[src/rtl/ingress_arbiter.sv]
// Frame-granular round-robin arbiter muxing NUM_PORTS AXI-Stream sources
// onto one ingress stream, with almost_full grant gating and a stall watchdog.
module ingress_arbiter #(
  parameter int NUM_PORTS     = 4,
  parameter int DATA_W        = 8,
  parameter int STALL_TIMEOUT = 255
) (
  input  logic                          clk,
  input  logic                          reset,
  input  logic [NUM_PORTS-1:0]          src_tvalid,
  input  logic [NUM_PORTS*DATA_W-1:0]   src_tdata,
  input  logic [NUM_PORTS-1:0]          src_tlast,
  output logic [NUM_PORTS-1:0]          src_tready,
  output logic                          out_tvalid,
  output logic [DATA_W-1:0]             out_tdata,
  output logic                          out_tlast,
  input  logic                          out_tready,
  input  logic                          almost_full,
  output logic                          grant_valid,
  output logic [$clog2(NUM_PORTS)-1:0]  grant_idx,
  output logic                          frame_abort
);

  localparam int IDX_W = $clog2(NUM_PORTS);
  localparam int CNT_W = $clog2(STALL_TIMEOUT + 1);
  localparam logic [CNT_W-1:0] CNT_MAX = CNT_W'(STALL_TIMEOUT);

  typedef enum logic [1:0] {
    IDLE  = 2'd0,
    BUSY  = 2'd1,
    ABORT = 2'd2
  } state_t;

  state_t             state_q, state_d;
  logic [IDX_W-1:0]   rr_ptr_q, rr_ptr_d;
  logic [IDX_W-1:0]   grant_idx_q, grant_idx_d;
  logic               grant_valid_q, grant_valid_d;
  logic [CNT_W-1:0]   stall_cnt_q, stall_cnt_d;

  logic               win_found;
  logic [IDX_W-1:0]   win_idx;
  logic               sel_valid;
  logic               sel_last;
  logic [DATA_W-1:0]  sel_data;
  logic [IDX_W-1:0]   nxt_ptr;

  // Two passes: ports at/after rr_ptr first, then wrap from port 0.
  always_comb begin
    win_found = 1'b0;
    win_idx   = '0;
    for (int i = 0; i < NUM_PORTS; i++) begin
      if (!win_found && src_tvalid[i] &&
          (IDX_W'(i) >= rr_ptr_q)) begin
        win_found = 1'b1;
        win_idx   = IDX_W'(i);
      end
    end
    for (int i = 0; i < NUM_PORTS; i++) begin
      if (!win_found && src_tvalid[i]) begin
        win_found = 1'b1;
        win_idx   = IDX_W'(i);
      end
    end
  end

  always_comb begin
    sel_valid = 1'b0;
    sel_last  = 1'b0;
    sel_data  = '0;
    for (int i = 0; i < NUM_PORTS; i++) begin
      if (grant_idx_q == IDX_W'(i)) begin
        sel_valid = src_tvalid[i];
        sel_last  = src_tlast[i];
        sel_data  = src_tdata[i*DATA_W +: DATA_W];
      end
    end
  end

  assign nxt_ptr = (grant_idx_q == IDX_W'(NUM_PORTS - 1)) ?
                   '0 : grant_idx_q + 1'b1;

  always_comb begin
    state_d       = state_q;
    rr_ptr_d      = rr_ptr_q;
    grant_idx_d   = grant_idx_q;
    grant_valid_d = grant_valid_q;
    stall_cnt_d   = stall_cnt_q;
    src_tready    = '0;
    out_tvalid    = 1'b0;
    out_tdata     = '0;
    out_tlast     = 1'b0;
    frame_abort   = 1'b0;
    unique case (state_q)
      IDLE: begin
        stall_cnt_d = '0;
        if (win_found && !almost_full) begin
          grant_idx_d   = win_idx;
          grant_valid_d = 1'b1;
          state_d       = BUSY;
        end
      end
      BUSY: begin
        out_tvalid = sel_valid;
        out_tdata  = sel_data;
        out_tlast  = sel_last;
        for (int i = 0; i < NUM_PORTS; i++) begin
          src_tready[i] = (grant_idx_q == IDX_W'(i)) && out_tready;
        end
        if (sel_valid) begin
          stall_cnt_d = '0;
        end else if (stall_cnt_q != CNT_MAX) begin
          stall_cnt_d = stall_cnt_q + 1'b1;
        end
        // Completion takes priority over a watchdog firing.
        if (sel_valid && out_tready && sel_last) begin
          grant_valid_d = 1'b0;
          rr_ptr_d      = nxt_ptr;
          state_d       = IDLE;
        end else if (stall_cnt_d == CNT_MAX) begin
          state_d = ABORT;
        end
      end
      ABORT: begin
        out_tvalid = 1'b1;
        out_tlast  = 1'b1;
        if (out_tready) begin
          frame_abort   = 1'b1;
          grant_valid_d = 1'b0;
          rr_ptr_d      = nxt_ptr;
          stall_cnt_d   = '0;
          state_d       = IDLE;
        end
      end
      default: begin
        state_d = IDLE;
      end
    endcase
  end

  always_ff @(posedge clk) begin
    if (!reset) begin
      state_q       <= IDLE;
      rr_ptr_q      <= '0;
      grant_idx_q   <= '0;
      grant_valid_q <= 1'b0;
      stall_cnt_q   <= '0;
    end else begin
      state_q       <= state_d;
      rr_ptr_q      <= rr_ptr_d;
      grant_idx_q   <= grant_idx_d;
      grant_valid_q <= grant_valid_d;
      stall_cnt_q   <= stall_cnt_d;
    end
  end

  assign grant_valid = grant_valid_q;
  assign grant_idx   = grant_idx_q;

endmodule

[config.mk]
export PLATFORM = sky130hd
export DESIGN_NAME = ingress_arbiter
export DESIGN_NICKNAME = d
export VERILOG_FILES = /design/src/rtl/ingress_arbiter.sv
export SDC_FILE = /design/constraint.sdc
export NUM_CORES = 1
export LEC_CHECK = 0
export ABC_CLOCK_PERIOD_IN_PS = 2190
export BUFFER_PORTS_ARGS = -buffer_cell sky130_fd_sc_hd__buf_2
export CORE_MARGIN = 3
export CORE_UTILIZATION = 40
export DETAILED_ROUTE_END_ITERATION = 8
export PLACE_DENSITY_LB_ADDON = 0.08
export SYNTH_ARGS = -nofsm -noshare
export SYNTH_HDL_FRONTEND = slang
export SYNTH_SLANG_ARGS = --single-unit
[constraint.sdc]
create_clock -name clk -period 2.19 [get_ports clk]
set_input_delay 0.219 -clock clk [delete_from_list [all_inputs] [get_ports clk]]
set_output_delay 0.219 -clock clk [all_outputs]
set_load 0.02 [all_outputs]
==> metrics.txt <==
Layout area overhead 29.4%; grt peak-use layer met2; die height 68.2 um; Flop pwr share 0.284; Hold Crit Depth 2; crit-path cells inv_1, ha_2, buf_4, nand3b_1, a21oi_2, a21oi_1, o21ai_0, and2_1, buf_2; Arr. time, crit path 1.89 ns; 1st-iter DRT viols 91; Crit Path Class reg2out; hold path endpoint state_q[1]; initial antenna violation count 0; # diodes 0; DR pass1 iterations 4; layout filler cell count 343; die area 4660 sq um; cell internal pwr 0.669 mW; dpl hpwl 3.40 mm; proportion of layout cells with a drive suffix above 1 0.357; startpoint class of the critical path flop; Longest Clk Path Bufs 2; post-CTS resize count 1; Placed Area 1900 sq um; Clock Pin Slew Worst Setup and Hold Paths 0.06 ns; Final period util 0.961; FP Rows 21; hold wc startpoint reset; largest net degree at the start of global routing 19; cts hold-fix bufs 0; dpl ws 0.0722 ns; core area 3520 sq um; remaining antenna violation count after routing 0; Syn Nets 271; final setup skew 0.00450 ns; Vias/cell 5.37; multi-input logic area 1180 sq um; first-pass GRT wire length 6.76 mm; Post-synth EDFFs 0; fin crit period 2.11 ns; Hold/Removal Path Class in2reg; H-tree depth 1; setup bufs post-CTS 0; Post-Syn Instances 218; crit path max fanout 12; Sequential cell area 305 sq um; DRC 0; Pwr Total 1.10 mW; crit end category output port; max-cap viol count 0; GR Util All Layers 0.190; Port Buffers 61; final critical-path setup slack 0.0846 ns; Final GP Congestion 0.860; max incr delay on CP 0.36 ns; Final Hold Fails 0; top cell type by total area after synthesis dfxtp_1; Main synth FF type dfxtp_1; most frequent cells in the layout buf_2 (57), a21oi_1 (25), nand2_1 (24); synth top area cells dfxtp_1 (19%), a21oi_1 (9.7%), ha_1 (7.3%); Data required, critical path 1.97 ns; met2 track demand over resource 0.296; GR met3 Demand/Resource 0.0345; Ports 62; worst slew pin tran 0.427 ns; Yosys cell types 53; RR Endpoint rr_ptr_q[0]; DR vias 1,734; Final setup violation count 0; Final nets 331; Clk pwr share 0.210; die width 68.2 um; total global routing overflow 0; Psw 0.435 mW; WL/cell 13.7 um; Comb pwr share 0.505; vias in the first global route 1,467; Seq cells post-synth 15; clock latency on the worst-skew pair 0.26 ns; CTS Sinks 15; sequential share of the synthesized area 0.194; most common cell after layout, fill and taps aside buf_2; post-route cell area 2000 sq um; root buffer cell clkbuf_8; final wirelength 4.42 mm; Slew Viols, Final 0; Initial Util 0.440; Synth Area per Inst 7.11 sq um; status finished, final reports clean; CTS Buf Count 3; Netlist Area Pre-Place 1550 sq um; Worst R2R Setup Slack 0.20 ns; relative slew slack 0.708; CP Launch Point grant_idx[1]; Worst VDD drop 0.327 mV; CTS tree done; worst reg2reg path depth 8; met1 Use GR 0.274; Net Sw Frac 0.394; leak pwr 0.909 nW; worst r2r src grant_idx[1]; area share of the largest cell type after synthesis 0.194; Power Density 551 nW/um^2; async set-reset flop share out of synthesis 0; Syn. warnings 0; Peak Freq 475 MHz; Crit-path slowest cell dfxtp_4
-- worst max-delay path by stage --
stage,endpoint,slack (ns),cells past startpoint
4_1_cts,out_tvalid,0.03,7
3_3_place_gp,state_q[0],0.15,8
2_1_floorplan,state_q[0],0.08,9
3_5_place_dp,rr_ptr_q[0],0.07,8
5_1_grt,out_tdata[4],-0.0008,9
6_report,out_tdata[4],0.08,9
-- kinds of logic after synthesis --
logic type / count (synthesis) / share of synthesized area
AOI/OAI and AO/OA: 70 / 0.288
xor gates and xnor gates: 1 / 0.00566
adders and majority gates: 9 / 0.0727
buffers and inverters: 25 / 0.0719
DFF: 15 / 0.194
muxes: 4 / 0.0258
and+or+nand+nor: 94 / 0.342
-- per-stage QoR --
step	hold slack, ns	cells	util	TNS [ns]
global placement	0.502	319	0.540	0
global route	0.334	323	0.569	-0.000834
finish	0.324	323	0.569	0
detailed placement	0.486	319	0.540	0
floorplan	0.369	218	-	0
CTS	0.318	323	0.553	0
-- worst max-delay path: cells and delay by family, from the launching register on --
family	cells	cell delay, ns
buffers and inverters	3	0.38
DFF	1	0.36
AOI/OAI and AO/OA	3	0.36
and+or+nand+nor	2	0.31
adders and majority gates	1	0.21
-- area by class of cell --
| class | count | area share |
|---|---|---|
| clock buffer | 4 | 0.0225 |
| multi-input combinational | 178 | 0.589 |
| inverter | 11 | 0.0206 |
| timing repair buffer | 69 | 0.187 |
| tap | 46 | 0.0287 |
| sequential | 15 | 0.152 |
-- registers in the layout (all words and copies together) (netlist names) --
name         flops
stall_cnt_q      8
grant_idx        2
rr_ptr_q         2
state_q          2
grant_valid      1
-- cells in the mapped netlist, types with 2 or more instances --
library cell and count:
a211oi_1 2, a21boi_0 3, a21o_2 2, a21oi_1 30, and2_1 10, and3_1 6
and3_2 2, buf_2 3, buf_4 2, clkbuf_1 7, dfxtp_1 15, ha_1 9
inv_1 11, mux2i_1 4, nand2_1 24, nand2b_1 4, nand3_1 2, nand3b_1 10
nor2_1 13, nor2b_1 7, nor3_1 3, nor3b_1 4, o21ai_0 14, o22ai_1 2
-- power by group through the flow --
stage	Sequential, mW	Clock (mW)	Combinational [mW]
2_1_floorplan	0.329	0	0.332
3_3_place_gp	0.319	0	0.517
3_5_place_dp	0.320	0	0.519
4_1_cts	0.314	0.235	0.521
5_1_grt	0.317	0.243	0.615
6_report	0.314	0.232	0.558
-- layer usage --
| layer | up-vias | share of wire |
|---|---|---|
| met1 | 788 | 0.50 |
| met3 | 5 | 0.058 |
| li1 | 897 | - |
| met5 | - | 0 |
| met2 | 44 | 0.44 |
| met4 | 0 | 0.010 |
(Power assumes the default switching activity.)
